==> config.mk <==
export PLATFORM = sky130hd
export DESIGN_NAME = vending_ctrl_multi_flat
export DESIGN_NICKNAME = d
export VERILOG_FILES = /design/src/rtl/vending_ctrl_multi_if.sv /design/src/rtl/vending_ctrl_multi.sv /design/src/flat_wrapper.sv
export SDC_FILE = /design/constraint.sdc
export NUM_CORES = 1
export LEC_CHECK = 0
export CAP_MARGIN = 20
export CORE_MARGIN = 2
export CORE_UTILIZATION = 50
export CTS_CLUSTER_DIAMETER = 60
export DETAILED_ROUTE_END_ITERATION = 16
export PLACE_DENSITY = 0.75
export SLEW_MARGIN = 20
export SYNTH_ARGS = -nofsm -noshare
export SYNTH_HDL_FRONTEND = slang
export SYNTH_SLANG_ARGS = --single-unit
==> constraint.sdc <==
create_clock -name clk -period 3.23 [get_ports clk]
set_input_delay 0.4845 -clock clk [delete_from_list [all_inputs] [get_ports clk]]
set_output_delay 0.4845 -clock clk [all_outputs]
set_load 0.01 [all_outputs]
==> src/rtl/vending_ctrl_multi_if.sv <==
// Purpose: bundles the vending controller's coin-acceptor, selector and
//          dispenser/hopper signals into one interface.
// Signals:
//   coin_a, coin_b, cancel   master -> slave  single-cycle request pulses
//   select, sold_out         master -> slave  per-product request / availability
//   price                    master -> slave  flat price table, product i at [i*CREDIT_W +: CREDIT_W]
//   credit                   slave -> master  current credit
//   dispense, dispense_id    slave -> master  vend pulse and product index
//   change_pulse             slave -> master  one pulse per change unit returned
//   coin_reject, vend_err    slave -> master  reject / error pulses
//   busy                     slave -> master  vending or returning change
interface vending_ctrl_multi_if #(
  parameter int NUM_PRODUCTS = 3,
  parameter int CREDIT_W     = 8,
  parameter int ID_W         = $clog2(NUM_PRODUCTS) + 1
);
  logic                             coin_a;
  logic                             coin_b;
  logic                             cancel;
  logic [NUM_PRODUCTS-1:0]          select;
  logic [NUM_PRODUCTS-1:0]          sold_out;
  logic [NUM_PRODUCTS*CREDIT_W-1:0] price;
  logic [CREDIT_W-1:0]              credit;
  logic                             dispense;
  logic [ID_W-1:0]                  dispense_id;
  logic                             change_pulse;
  logic                             coin_reject;
  logic                             vend_err;
  logic                             busy;

  modport master (
    output coin_a, coin_b, cancel, select, sold_out, price,
    input  credit, dispense, dispense_id, change_pulse, coin_reject, vend_err, busy
  );

  modport slave (
    input  coin_a, coin_b, cancel, select, sold_out, price,
    output credit, dispense, dispense_id, change_pulse, coin_reject, vend_err, busy
  );
endinterface

==> src/rtl/vending_ctrl_multi.sv <==
// Purpose: parametrised vending controller. Accumulates coin credit, vends one
//          of NUM_PRODUCTS items at runtime prices, then pays change back one
//          CHANGE_UNIT per cycle. Supports sold-out, cancel/refund and
//          over-credit coin rejection. All outputs are registered.
// Ports:
//   clk    rising-edge clock
//   reset  synchronous active-high reset
//   bus    vending_ctrl_multi_if.slave (coin/select/cancel/price/sold_out in,
//          credit/dispense/dispense_id/change_pulse/coin_reject/vend_err/busy out)

// Per-product purchase check: can product be vended with the current credit.
module vending_slot #(
  parameter int CREDIT_W = 8
) (
  input  logic [CREDIT_W-1:0] price_i,
  input  logic [CREDIT_W-1:0] credit_i,
  input  logic                sold_out_i,
  output logic                ok_o
);
  assign ok_o = !sold_out_i && (credit_i >= price_i);
endmodule

module vending_ctrl_multi #(
  parameter int NUM_PRODUCTS = 3,
  parameter int CREDIT_W     = 8,
  parameter int COIN_A       = 5,
  parameter int COIN_B       = 10,
  parameter int CHANGE_UNIT  = 5,
  parameter int MAX_CREDIT   = 200
) (
  input  logic                 clk,
  input  logic                 reset,
  vending_ctrl_multi_if.slave  bus
);
  localparam int ID_W = $clog2(NUM_PRODUCTS) + 1;
  // Two extra bits so credit + COIN_A + COIN_B can never wrap.
  localparam int SW   = CREDIT_W + 2;

  localparam logic [CREDIT_W-1:0] UNIT  = CREDIT_W'(CHANGE_UNIT);
  localparam logic [SW-1:0]       VAL_A = SW'(COIN_A);
  localparam logic [SW-1:0]       VAL_B = SW'(COIN_B);
  localparam logic [SW-1:0]       MAX_S = SW'(MAX_CREDIT);

  typedef enum logic [1:0] {IDLE, CREDIT, VEND, CHANGE} state_e;

  state_e              state_q, state_d;
  logic [CREDIT_W-1:0] credit_q, credit_d;
  logic                dispense_q, dispense_d;
  logic [ID_W-1:0]     id_q, id_d;
  logic                pulse_q, pulse_d;
  logic                rej_q, rej_d;
  logic                err_q, err_d;
  logic                busy_q, busy_d;

  logic [NUM_PRODUCTS-1:0][CREDIT_W-1:0] price_arr;
  logic [NUM_PRODUCTS-1:0]               ok;

  assign price_arr = bus.price;

  generate
    for (genvar g = 0; g < NUM_PRODUCTS; g++) begin : g_slot
      vending_slot #(.CREDIT_W(CREDIT_W)) u_slot (
        .price_i    (price_arr[g]),
        .credit_i   (credit_q),
        .sold_out_i (bus.sold_out[g]),
        .ok_o       (ok[g])
      );
    end
  endgenerate

  // Lowest set select bit wins: scan high->low so the lowest index lands last.
  logic                sel_any;
  logic                sel_ok;
  logic [ID_W-1:0]     sel_idx;
  logic [CREDIT_W-1:0] sel_price;

  always_comb begin
    sel_any   = |bus.select;
    sel_ok    = 1'b0;
    sel_idx   = '0;
    sel_price = '0;
    for (int i = NUM_PRODUCTS - 1; i >= 0; i--) begin
      if (bus.select[i]) begin
        sel_ok    = ok[i];
        sel_idx   = ID_W'(i);
        sel_price = price_arr[i];
      end
    end
  end

  // Both coins in one cycle are credited (or rejected) together.
  logic          coin_any;
  logic [SW-1:0] coin_val;
  logic [SW-1:0] coin_sum;

  assign coin_any = bus.coin_a | bus.coin_b;
  assign coin_val = (bus.coin_a ? VAL_A : '0) + (bus.coin_b ? VAL_B : '0);
  assign coin_sum = {2'b00, credit_q} + coin_val;

  always_comb begin
    state_d    = state_q;
    credit_d   = credit_q;
    dispense_d = 1'b0;
    id_d       = '0;
    pulse_d    = 1'b0;
    rej_d      = 1'b0;
    err_d      = 1'b0;

    case (state_q)
      IDLE, CREDIT: begin
        if (bus.cancel && (credit_q != '0)) begin
          rej_d = coin_any;
          // Entering CHANGE pays the first unit at once; a sub-unit residue is just cleared.
          if (credit_q >= UNIT) begin
            state_d  = CHANGE;
            pulse_d  = 1'b1;
            credit_d = credit_q - UNIT;
          end else begin
            state_d  = IDLE;
            credit_d = '0;
          end
        end else if (sel_any) begin
          // A select consumes the cycle even when it fails, so any coin is bounced.
          rej_d = coin_any;
          if (sel_ok) begin
            state_d    = VEND;
            dispense_d = 1'b1;
            id_d       = sel_idx;
            credit_d   = credit_q - sel_price;
          end else begin
            err_d = 1'b1;
          end
        end else if (coin_any) begin
          if (coin_sum <= MAX_S) begin
            credit_d = coin_sum[CREDIT_W-1:0];
            state_d  = CREDIT;
          end else begin
            rej_d = 1'b1;
          end
        end
      end

      // Credit already holds the remainder; pay it out unit by unit, and leave
      // for IDLE on the cycle after the last unit.
      VEND, CHANGE: begin
        rej_d = coin_any;
        if (credit_q >= UNIT) begin
          state_d  = CHANGE;
          pulse_d  = 1'b1;
          credit_d = credit_q - UNIT;
        end else begin
          state_d  = IDLE;
          credit_d = '0;
        end
      end

      default: begin
        state_d  = IDLE;
        credit_d = '0;
      end
    endcase

    busy_d = (state_d == VEND) || (state_d == CHANGE);
  end

  always_ff @(posedge clk) begin
    if (reset) begin
      state_q    <= IDLE;
      credit_q   <= '0;
      dispense_q <= 1'b0;
      id_q       <= '0;
      pulse_q    <= 1'b0;
      rej_q      <= 1'b0;
      err_q      <= 1'b0;
      busy_q     <= 1'b0;
    end else begin
      state_q    <= state_d;
      credit_q   <= credit_d;
      dispense_q <= dispense_d;
      id_q       <= id_d;
      pulse_q    <= pulse_d;
      rej_q      <= rej_d;
      err_q      <= err_d;
      busy_q     <= busy_d;
    end
  end

  assign bus.credit       = credit_q;
  assign bus.dispense     = dispense_q;
  assign bus.dispense_id  = id_q;
  assign bus.change_pulse = pulse_q;
  assign bus.coin_reject  = rej_q;
  assign bus.vend_err     = err_q;
  assign bus.busy         = busy_q;
endmodule

==> src/flat_wrapper.sv <==
// flat-port wrapper written by rule: the top's interface ports become plain ports
module vending_ctrl_multi_flat 
#(
  parameter int NUM_PRODUCTS = 3,
  parameter int CREDIT_W     = 8,
  parameter int COIN_A       = 5,
  parameter int COIN_B       = 10,
  parameter int CHANGE_UNIT  = 5,
  parameter int MAX_CREDIT   = 200
)
  (clk, reset, bus_coin_a, bus_coin_b, bus_cancel, bus_select, bus_sold_out, bus_price, bus_credit, bus_dispense, bus_dispense_id, bus_change_pulse, bus_coin_reject, bus_vend_err, bus_busy);
  vending_ctrl_multi_if #(.NUM_PRODUCTS(NUM_PRODUCTS), .CREDIT_W(CREDIT_W)) bus_i ();
  input  logic clk;
  input  logic reset;
  input wire logic [$bits(bus_i.coin_a)-1:0] bus_coin_a;
  input wire logic [$bits(bus_i.coin_b)-1:0] bus_coin_b;
  input wire logic [$bits(bus_i.cancel)-1:0] bus_cancel;
  input wire logic [$bits(bus_i.select)-1:0] bus_select;
  input wire logic [$bits(bus_i.sold_out)-1:0] bus_sold_out;
  input wire logic [$bits(bus_i.price)-1:0] bus_price;
  output wire logic [$bits(bus_i.credit)-1:0] bus_credit;
  output wire logic [$bits(bus_i.dispense)-1:0] bus_dispense;
  output wire logic [$bits(bus_i.dispense_id)-1:0] bus_dispense_id;
  output wire logic [$bits(bus_i.change_pulse)-1:0] bus_change_pulse;
  output wire logic [$bits(bus_i.coin_reject)-1:0] bus_coin_reject;
  output wire logic [$bits(bus_i.vend_err)-1:0] bus_vend_err;
  output wire logic [$bits(bus_i.busy)-1:0] bus_busy;
  assign bus_i.coin_a = bus_coin_a;
  assign bus_i.coin_b = bus_coin_b;
  assign bus_i.cancel = bus_cancel;
  assign bus_i.select = bus_select;
  assign bus_i.sold_out = bus_sold_out;
  assign bus_i.price = bus_price;
  assign bus_credit = bus_i.credit;
  assign bus_dispense = bus_i.dispense;
  assign bus_dispense_id = bus_i.dispense_id;
  assign bus_change_pulse = bus_i.change_pulse;
  assign bus_coin_reject = bus_i.coin_reject;
  assign bus_vend_err = bus_i.vend_err;
  assign bus_busy = bus_i.busy;
  vending_ctrl_multi #(.NUM_PRODUCTS(NUM_PRODUCTS), .CREDIT_W(CREDIT_W), .COIN_A(COIN_A), .COIN_B(COIN_B), .CHANGE_UNIT(CHANGE_UNIT), .MAX_CREDIT(MAX_CREDIT)) u_core (.clk(clk), .reset(reset), .bus(bus_i));
endmodule
==> results of run 1 <==
worst reg2reg max path: cells and delay by family (launching register included):
kind / cells / cell delay, ns
AND/OR/NAND/NOR: 3 / 0.95
AO/OA/AOI/OAI: 4 / 0.81
flip-flops: 1 / 0.44
adder cells (fa/ha/maj): 1 / 0.31
buffers and inverters: 1 / 0.16
kinds of logic (layout without fill, tap and decap cells):
family	Yosys count	after routing	share of synthesized area (%)
and+or+nand+nor	96	96	20.6
other	1	1	0.160
AOI/OAI and AO/OA	99	99	30.5
muxes	2	2	0.856
buffers and inverters	48	101	8.77
DFF	16	16	13.7
adders and majority gates	40	40	22.0
xor gates and xnor gates	9	9	3.37
path summary, 6_finish.rpt:
path                                       endpoint  slack, ns  cells past startpoint
setup / recovery  u_core.bus.credit[5]$_SDFFE_PP0P_       0.18                     11
hold / removal    u_core.bus.credit[5]$_SDFFE_PP0P_       0.69                      2
setup reg to reg  u_core.bus.credit[2]$_SDFFE_PP0P_       0.42                      9
hold reg to reg   u_core.bus.credit[5]$_SDFFE_PP0P_       0.69                      2
per-stage QoR:
stage                     cells  utilization (%)
final                       416             67.2
after global routing        416             67.2
after CTS                   416             67.2
after detailed placement    412             65.9
after global placement      412             65.9
after floorplan             311                -
power breakdown:
part           internal, uW  switching (uW)
clock                   108            70.4
combinational           700             761
sequential              257             124
total                  1070             955
layer usage:
metal / vias up / share of wire, % / wire length [microns] / track usage, %
met3: 10 / 8.3 / 561 / 3.33
met4: 0 / 1.6 / 111 / 4.53
met2: 112 / 46 / 3120 / 44.1
met5: - / 0 / 0 / 0
met1: 1137 / 44 / 3010 / 38.1
li1: 1226 / - / - / -
area by class of cell:
type / count / area share [%]
Clock buffer: 4 / 1.84
Inverter: 32 / 4.02
Tap cell: 52 / 2.18
Timing Repair Buffer: 65 / 20.5
Multi-Input combinational cell: 247 / 60.8
Sequential cell: 16 / 10.7
layout by cell type, fill, tap and decap left out, types with 4 or more instances in the layout:
cell / count
nand2_1: 17
a211oi_2: 4
dfxtp_1: 16
nand2b_1: 5
nor2b_1: 7
a31oi_1: 5
o22ai_1: 7
nor3_1: 10
clkbuf_8: 4
buf_4: 16
ha_1: 38
o21ai_0: 15
o21a_1: 9
xnor2_1: 7
clkdlybuf4s50_1: 49
nor2_1: 34
a21oi_1: 29
inv_1: 32
nand3_1: 4
registers in the layout, summed over array words and instances (netlist names):
register / count
u_core.bus.busy: 1
u_core.bus.change_pulse: 1
u_core.bus.coin_reject: 1
u_core.bus.credit: 8
u_core.bus.dispense: 1
u_core.bus.dispense_id: 2
u_core.bus.vend_err: 1
u_core.state_q: 1
==> summary.txt, run 1 <==
Clock network
  – Root Driver: clkbuf_8
  – CTS tree: done
  – CTS Hold Bufs: 0
  – Postcts setup bufs: 0
  – CTS H-tree lvls: 1
  – Clk buf depth: 2
  – Worst skew pair latency: about 0.25 ns
  – Clock buffer count from CTS: 3
  – CTS sink cnt: 16
  – CTS-repair resized insts: 0
  – Clock Pin Slew Worst Setup and Hold Paths: 0.07 ns

Cells and area
  – Post-route cell area: 2990 sq um
  – Ant diodes: 0
  – Fin nets: 440
  – Area of the multi-input gates: 1810 sq um
  – Register area: 320 sq um
  – Layout cells sized above 1: 9.07%
  – Syn-to-layout area delta: 27.6%
  – Fill cells: roughly 400

Route
  – Drt initial violations: between 200 and 300
  – Final antenna-violating net count: 0
  – Routed wire per std cell: between 15 and 20 microns
  – Routed via count: approximately 2500
  – Total Routed Length: 6800 microns
  – Vias/cell: 5.97
  – Pre-Repair DR Iteration Count: 5
  – DRC errors left: 0

Floorplan
  – Core Region: 4440 sq um
  – Floorplan row count: 24
  – Die ar.: around 5200 sq um
  – Io pins: 51
  – Die height: 72.4 microns
  – Die X: 72.4 microns
  – Initial Util: 52.6%

Setup path
  – CP peak stage delay: 0.54 ns
  – Crit Path Class: in2reg
  – Buf+Inv Stages, Crit Path: 1
  – CP top delay family: compound AO/OA/AOI/OAI gates
  – CP max FO: 8
  – Crit end category: flip-flop
  – Worst setup SP type: primary input
  – R2r startpoint: u_core.bus.credit[0]$_SDFFE_PP0P_
  – CP Data Required Time: about 3.4 ns
  – Cell chain of the critical path: clkdlybuf4s50_1 -> nor2b_1 -> a22oi_1 -> o21a_1 -> ha_1 -> nor2b_1 -> o31a_1 -> or4_1 -> a31o_2 -> a21boi_0 -> o31ai_2
  – Arrival @ worst endpoint: 3.22 ns
  – Slowest-stage cell, CP: clkdlybuf4s50_1
  – Worst path most repeated cell: nor2b_1
  – Worst setup path startpoint: bus_select[1]

STA
  – Final period utilization: around 94%
  – Number of hold violations in the final report: 0
  – Clock skew: 0.00621 ns
  – Final Max Slew Viols: 0
  – Minimum clock period: 3.05 ns
  – Hold slack: between 0.6 and 0.7 ns
  – Slew @ Worst Pin: 0.690 ns
  – Maximum clock frequency: 0.328 GHz
  – Unrepaired setup endpoints after global routing: false
  – Relative slew slack: 53.8%
  – Crit path setup slack, layout: 0.182 ns
  – Endpoints failing setup: 0
  – Setup TNS: 0 ns

Global routing
  – Global-route wire length before repair: 11100 microns
  – Overall routing resource usage: between 20% and 30%
  – Initial antenna violation count: 0
  – Vias in the first global route: 2334
  – Pin count of the biggest net entering global routing: 17
  – Total grt overflow: 0

Synthesis
  – Seq cells post-synth: 16
  – Mapped Nets: 386
  – Synth warn: 0
  – Most instantiated cells after synthesis: 38 x ha_1, 34 x nor2_1, 32 x inv_1
  – Post-synth EDFFs: 0
  – Register area share after synthesis: 13.7%
  – Syn Inst Count: 311
  – Predominant post-synthesis flop cell: dfxtp_1
  – Avg Cell Area, Syn: 7.52 sq um
  – Ys async rst share: 0%
  – Most common cell in the netlist: ha_1
  – Dominant cell type by area after synthesis: ha_1
  – Top-area cell type share of the netlist area: about a fifth
  – Yosys cell types: 60
  – Post-Syn Area: 2340 sq um
  – Synth top area cells: ha_1 20%, dfxtp_1 14%, a21oi_1 6.2%

Worst hold path
  – Hold wc startpoint: u_core.bus.credit[5]$_SDFFE_PP0P_
  – Type of the most critical hold path: reg2reg

Power
  – P per Cell Area: 677 nW/um^2
  – Tot Pwr: around 2000 uW
  – Maximum vdd drop: 0.353 mV
  – Pleak: 0.00134 uW

Placed design
  – Routability cong.: 0.877
  – PortBufs: just under 50
  – Post-DP HPWL: 5450 microns
  – Placed cell areas: 2930 sq um
  – Pre-CTS WS: -0.0534 ns

Status
  – Status: complete, no violations

Job
  – Total of max-cap violations: 0
Note: power is estimated with default switching activity, not from simulation.
==> run 2: changes to the inputs <==
Settings changed: MAX_ROUTING_LAYER set to met4.
Clock period 3.23 ns to 3.75 ns, I/O delays scaled along.
==> run 2 against run 1 <==
  * Sequential share of layout area is 0.31 points higher
  * Critical path depth is the same
  * Utilization decreased by 1.9 points
  * Die area stayed put
  * Hold slack got worse by 0.021 ns
  * Register-to-register slack improved by 0.45 ns
==> summary.txt, run 2 (same netlist as run 1, synthesis figures left out) <==
Placed design
  – Routability cong.: 0.883 (+0.64%)
  – PortBufs: 49 (unchanged)
  – Post-DP HPWL: 5100 microns (-6.4%)
  – Placed cell areas: 2850 sq um (-2.8%)

Global routing
  – Overall routing resource usage: 26.6% (-0.16 points)
  – Global-route wire length before repair: 10800 microns (-3.5%)
  – Total grt overflow: 0 (unchanged)
  – Vias in the first global route: 2226 (-4.6%)
  – Pin count of the biggest net entering global routing: 17 (unchanged)
  – Initial antenna violation count: 0 (unchanged)

Setup path
  – Crit Path Class: in2reg
  – R2r startpoint: u_core.bus.credit[0]$_SDFFE_PP0P_
  – CP Capture Point: u_core.bus.credit[5]$_SDFFE_PP0P_
  – Worst reg2reg path depth: 9 (unchanged)
  – Worst setup SP type: primary input
  – Arrival @ worst endpoint: 3.34 ns (+0.12 ns)
  – CP max FO: 6 (-2)
  – Worst setup path startpoint: bus_select[2]
  – Crit end category: flip-flop
  – FF-to-FF setup slack: 0.87 ns (+0.45 ns)
  – Reg2reg end: u_core.bus.credit[2]$_SDFFE_PP0P_
  – CP Data Required Time: 3.93 ns (+0.53 ns)

Clock network
  – CTS H-tree lvls: 1 (unchanged)
  – CTS tree: done
  – Clk buf depth: 2 (unchanged)
  – CTS Hold Bufs: 0 (unchanged)
  – Postcts setup bufs: 0 (unchanged)
  – Root Driver: clkbuf_8
  – Worst skew pair latency: 0.26 ns (about the same)
  – CTS sink cnt: 16 (unchanged)
  – CTS-repair resized insts: 0 (unchanged)
  – Clock Pin Slew Worst Setup and Hold Paths: 0.07 ns (about the same)
  – Clock buffer count from CTS: 3 (unchanged)

STA
  – Maximum clock frequency: 0.317 GHz
  – Final Max Slew Viols: 0 (unchanged)
  – Endpoints failing setup: 0 (unchanged)
  – Relative slew slack: 55.3% (+1.4 points)
  – Final period utilization: 84.2%
  – Setup TNS: 0 ns (unchanged)
  – Unrepaired setup endpoints after global routing: false
  – Clock skew: 0.00900 ns (+0.00279 ns)
  – Slew @ Worst Pin: 0.669 ns (-0.0213 ns)
  – Minimum clock period: 3.16 ns
  – Number of hold violations in the final report: 0 (unchanged)

Power
  – Pleak: 0.00128 uW (-4.1%)
  – P per Cell Area: 582 nW/um^2 (-14%)
  – Maximum vdd drop: 0.256 mV (-28%)

Cells and area
  – Area of the multi-input gates: 1810 sq um (unchanged)
  – Fill cells: 424 (+4.4%)
  – Register area: 320 sq um (unchanged)
  – Commonest non-fill, non-tap cell in the layout: clkdlybuf4s50_1
  – Max reg flops: 8 (unchanged)
  – Syn-to-layout area delta: 24.1%
  – Layout cells sized above 1: 6.23% (-2.8 points)
  – Post-route core utilization: 65.3% (-1.9 points)
  – Commonest cells after routing, fill and taps aside: 49 x clkdlybuf4s50_1, 38 x ha_1, 34 x nor2_1, 32 x inv_1, 29 x a21oi_1
  – Fin nets: 429 (-2.5%)
  – Post-route cell area: 2900 sq um (-2.8%)
  – Ant diodes: 0 (unchanged)

Floorplan
  – Core Region: 4440 sq um (unchanged)
  – Io pins: 51 (unchanged)
  – Floorplan row count: 24 (unchanged)
  – Initial Util: 52.6% (unchanged)
  – Die X: 72.4 microns (unchanged)
  – Die height: 72.4 microns (unchanged)
  – Die ar.: 5240 sq um (unchanged)

Route
  – Pre-Repair DR Iteration Count: 4 (-1)
  – Vias/cell: 5.97 (about the same)
  – Total Routed Length: 6590 microns (-3.1%)
  – Drt initial violations: 181 (-30%)
  – DRC errors left: 0 (unchanged)
  – Routed wire per std cell: 16.3 microns (-0.50%)
  – Final antenna-violating net count: 0 (unchanged)
  – Routed via count: 2418 (-2.7%)

Worst hold path
  – Type of the most critical hold path: reg2reg

Status
  – Status: complete, no violations

Job
  – Total of max-cap violations: 0 (unchanged)
[run 2: routing by layer]
metal  track usage, %  vias up  part of all wire (%)
li1                 -     1210                     -
met2             42.5      101                    46
met5                -        -                     0
met3             3.47       16                   7.7
met4             7.00        0                   2.4
met1             35.6     1091                    44
[run 2: final cells by class]
| cell class | instances | share of cell area (%) |
|---|---|---|
| clock buffer | 4 | 1.90 |
| timing repair buffer | 54 | 18.2 |
| multi-input combinational | 247 | 62.5 |
| inverter | 32 | 4.14 |
| tap | 52 | 2.24 |
| sequential | 16 | 11.0 |
[run 2: worst max-delay path, cell delays in order]
cell	delay (ns)
clkdlybuf4s50_1	0.58
nor2b_1	0.20
a22oi_1	0.09
o21a_1	0.20
ha_1	0.27
nor2b_1	0.14
o31a_1	0.28
or4_1	0.49
a31o_2	0.22
a21boi_0	0.13
o31ai_2	0.18
[run 2: worst min path at each step]
stage | start | endpoint | cells after the start
6_report | u_core.state_q[1]$_SDFF_PP0_ | u_core.bus.credit[7]$_SDFFE_PP0P_ | 3
5_1_grt | u_core.state_q[1]$_SDFF_PP0_ | u_core.bus.credit[7]$_SDFFE_PP0P_ | 3
4_1_cts | u_core.state_q[1]$_SDFF_PP0_ | u_core.bus.credit[7]$_SDFFE_PP0P_ | 3
3_5_place_dp | u_core.state_q[1]$_SDFF_PP0_ | u_core.bus.credit[7]$_SDFFE_PP0P_ | 3
3_3_place_gp | u_core.state_q[1]$_SDFF_PP0_ | u_core.bus.credit[7]$_SDFFE_PP0P_ | 3
2_1_floorplan | u_core.state_q[1]$_SDFF_PP0_ | u_core.bus.credit[7]$_SDFFE_PP0P_ | 3
[run 2: through the flow]
stage	power [uW]	setup slack [ns]	std cells	hold WS (ns)
4_1_cts	1670	0.604	405	0.674
3_5_place_dp	1510	0.359	401	0.658
6_report	1690	0.594	405	0.672
5_1_grt	1830	0.368	405	0.763
3_3_place_gp	1500	0.364	401	0.651
2_1_floorplan	1180	0.782	311	0.604
[run 2: report_power, final]
part	total [uW]	leakage (uW)	switching [uW]	internal (uW)
logic	1180	0.00112	619	565
registers	348	0.000132	126	221
clock network	159	0.0000288	65.3	93.4
total	1690	0.00128	810	880
==> run 3: changes to the inputs <==
Settings changed: CORE_UTILIZATION 50 to 47, PLACE_DENSITY 0.75 to 0.74.
Clock period 3.75 ns to 2.8 ns, I/O delays scaled along.
==> run 3 against run 2 <==
  * Routed wire length rose by 8.1%
  * First-iteration DRC count up 11%
  * Design area grew 16%
  * Die area increased by 6.0%
  * Combinational power up 68%
  * Cell count is 15% higher
  * Global-route usage rose by 0.43 points
  * Non-clock buffer count up 47
  * Power rose by 54%
  * Critical path type unchanged
  * Largest power group unchanged
  * Highest routed layer unchanged
==> summary.txt, run 3 (same netlist as run 1, synthesis figures left out) <==
Status
  – Status: complete, no violations

Clock network
  – Worst skew pair latency: 0.25 ns (about the same)
  – Clk buf depth: 2 (unchanged)
  – CTS tree: done
  – Root Driver: clkbuf_8
  – CTS Hold Bufs: 0 (unchanged)
  – Clock buffer count from CTS: 3 (unchanged)
  – CTS H-tree lvls: 1 (unchanged)
  – Clock Pin Slew Worst Setup and Hold Paths: 0.06 ns (about the same)
  – CTS sink cnt: 16 (unchanged)

Setup path
  – Crit Path Class: in2reg
  – CP Capture Point: u_core.bus.credit[2]$_SDFFE_PP0P_
  – Arrival @ worst endpoint: 2.89 ns (-0.45 ns)
  – Crit end category: flip-flop
  – Worst reg2reg path depth: 9 (unchanged)
  – R2r startpoint: u_core.bus.credit[2]$_SDFFE_PP0P_
  – CP max FO: 8 (+2)
  – Reg2reg end: u_core.bus.credit[2]$_SDFFE_PP0P_
  – CP Data Required Time: 2.96 ns (-0.97 ns)
  – FF-to-FF setup slack: 0.12 ns (-0.75 ns)
  – Worst setup path startpoint: bus_coin_b
  – Worst setup SP type: primary input

Global routing
  – Initial antenna violation count: 0 (unchanged)
  – Global-route wire length before repair: 11300 microns (+5.3%)
  – Pin count of the biggest net entering global routing: 17 (unchanged)
  – Vias in the first global route: 2407 (+8.1%)
  – Total grt overflow: 0 (unchanged)
  – Overall routing resource usage: 27.1% (+0.43 points)

Worst hold path
  – Type of the most critical hold path: reg2reg

Floorplan
  – Die height: 74.6 microns (+3.0%)
  – Core Region: 4750 sq um (+7.0%)
  – Die X: 74.6 microns (+3.0%)
  – Floorplan row count: 25 (+4.2%)
  – Die ar.: 5560 sq um (+6.0%)
  – Io pins: 51 (unchanged)
  – Initial Util: 49.2% (-3.4 points)

Cells and area
  – Layout cells sized above 1: 20.5% (+14 points)
  – Fin nets: 476 (+11%)
  – Syn-to-layout area delta: 43.9%
  – Max reg flops: 8 (unchanged)
  – Ant diodes: 0 (unchanged)
  – Post-route cell area: 3370 sq um (+16%)
  – Fill cells: 407 (-4.0%)
  – Final cell count without fillers: 467 (+15%)
  – Commonest cells after routing, fill and taps aside: 51 x buf_4, 41 x clkdlybuf4s50_1, 36 x ha_1, 34 x nor2_1, 32 x inv_1
  – Commonest non-fill, non-tap cell in the layout: buf_4

Route
  – Pre-Repair DR Iteration Count: 4 (unchanged)
  – Total Routed Length: 7120 microns (+8.1%)
  – Vias/cell: 5.54 (-7.2%)
  – Final antenna-violating net count: 0 (unchanged)
  – Routed via count: 2588 (+7.0%)
  – Drt initial violations: 201 (+11%)
  – Routed wire per std cell: 15.2 microns (-6.3%)
  – DRC errors left: 0 (unchanged)

STA
  – Crit path setup slack, layout: 0.0745 ns (-0.520 ns)
  – Clock skew: 0.00427 ns (-0.00473 ns)
  – Relative slew slack: 54.2% (-1.0 points)
  – Final Max Slew Viols: 0 (unchanged)
  – Minimum clock period: 2.73 ns
  – Slew @ Worst Pin: 0.685 ns (+0.0156 ns)
  – Endpoints failing setup: 0 (unchanged)
  – Final period utilization: 97.3%
  – Number of hold violations in the final report: 0 (unchanged)
  – Hold slack: 0.691 ns (+0.0187 ns)
  – Maximum clock frequency: 0.367 GHz

Placed design
  – Routability cong.: 0.959 (+8.6%)
  – PortBufs: 49 (unchanged)
  – Placed cell areas: 3210 sq um (+13%)
  – Placed Cells: 462 (+15%)
  – Pre-CTS WS: -0.403 ns (-0.762 ns)
  – Post-DP HPWL: 5760 microns (+13%)

Power
  – Pleak: 0.00159 uW (+24%)
  – Maximum vdd drop: 0.430 mV (+68%)
  – P per Cell Area: 775 nW/um^2 (+33%)

Job
  – Total of max-cap violations: 0 (unchanged)
[run 3: cell types whose count changed in the layout (fill, tap and decap cells not counted), sizes merged]
| cell | before | now |
|---|---|---|
| buf | 5 | 52 |
| clkdlybuf4s50 | 49 | 41 |
| dlymetal6s2s | 0 | 6 |
| clkbuf | 4 | 5 |
| clkdlybuf4s15 | 0 | 1 |
[run 3: worst min path at each step]
stage,to,from,slack [ns],cells after the start
after floorplan,u_core.bus.coin_reject$_SDFF_PP0_,bus_coin_a,0.58,2
after global placement,u_core.bus.credit[7]$_SDFFE_PP0P_,u_core.state_q[1]$_SDFF_PP0_,0.66,3
after global routing,u_core.bus.credit[3]$_SDFFE_PP0P_,u_core.bus.credit[3]$_SDFFE_PP0P_,0.73,2
final,u_core.bus.credit[7]$_SDFFE_PP0P_,u_core.state_q[1]$_SDFF_PP0_,0.69,3
after CTS,u_core.bus.credit[7]$_SDFFE_PP0P_,u_core.state_q[1]$_SDFF_PP0_,0.69,3
after detailed placement,u_core.bus.credit[7]$_SDFFE_PP0P_,u_core.state_q[1]$_SDFF_PP0_,0.68,3
[run 3: per-stage QoR]
step	setup TNS [ns]	util [%]	total power [uW]
after floorplan	0	-	1580
after global placement	-2.12	67.6	2250
after detailed placement	-2.69	67.6	2290
after CTS	0	68.9	2510
after global routing	-0.0256	70.8	2840
final	0	70.8	2610
[run 3: final cells by class]
class | instances | area (sq um) | share of cell area (%)
inverters | 32 | 120 | 3.57
well taps | 67 | 83.8 | 2.49
repair buffers | 101 | 895 | 26.6
multi-input cells | 247 | 1890 | 56.2
flip-flops and latches | 16 | 322 | 9.55
clock buffers | 4 | 55.1 | 1.64
[run 3: critical path, cell delays in order]
cell and delay (ns):
clkdlybuf4s50_1 0.49, ha_1 0.37, buf_4 0.13, nand3_1 0.09, o22ai_1 0.23, xor2_1 0.14, o311ai_4 0.34, o211ai_4 0.18
and2_4 0.25, o32ai_2 0.24
[run 3: timing repair]
| item | in CTS | in global routing |
|---|---|---|
| pin swaps | 1 | 13 |
| setup endpoints to repair | 8 | 8 |
| buffers inserted | 0 | 1 |
| endpoints found under the hold margin | 0 | 0 |
| resized for setup | 5 | 24 |
[run 3: report_power, final]
group / internal (uW) / switching (uW) / leakage, uW
logic: 1010 / 972 / 0.00143
clock network: 125 / 77.2 / 0.0000288
registers: 298 / 126 / 0.000132
total: 1430 / 1180 / 0.00159
[run 3: per-layer routing]
metal	global-route usage (%)	wire length, microns	vias to the layer above
met5	-	0	-
met4	4.17	72	0
met3	3.79	512	6
met2	43.8	3440	80
met1	36.6	3100	1203
li1	-	-	1299
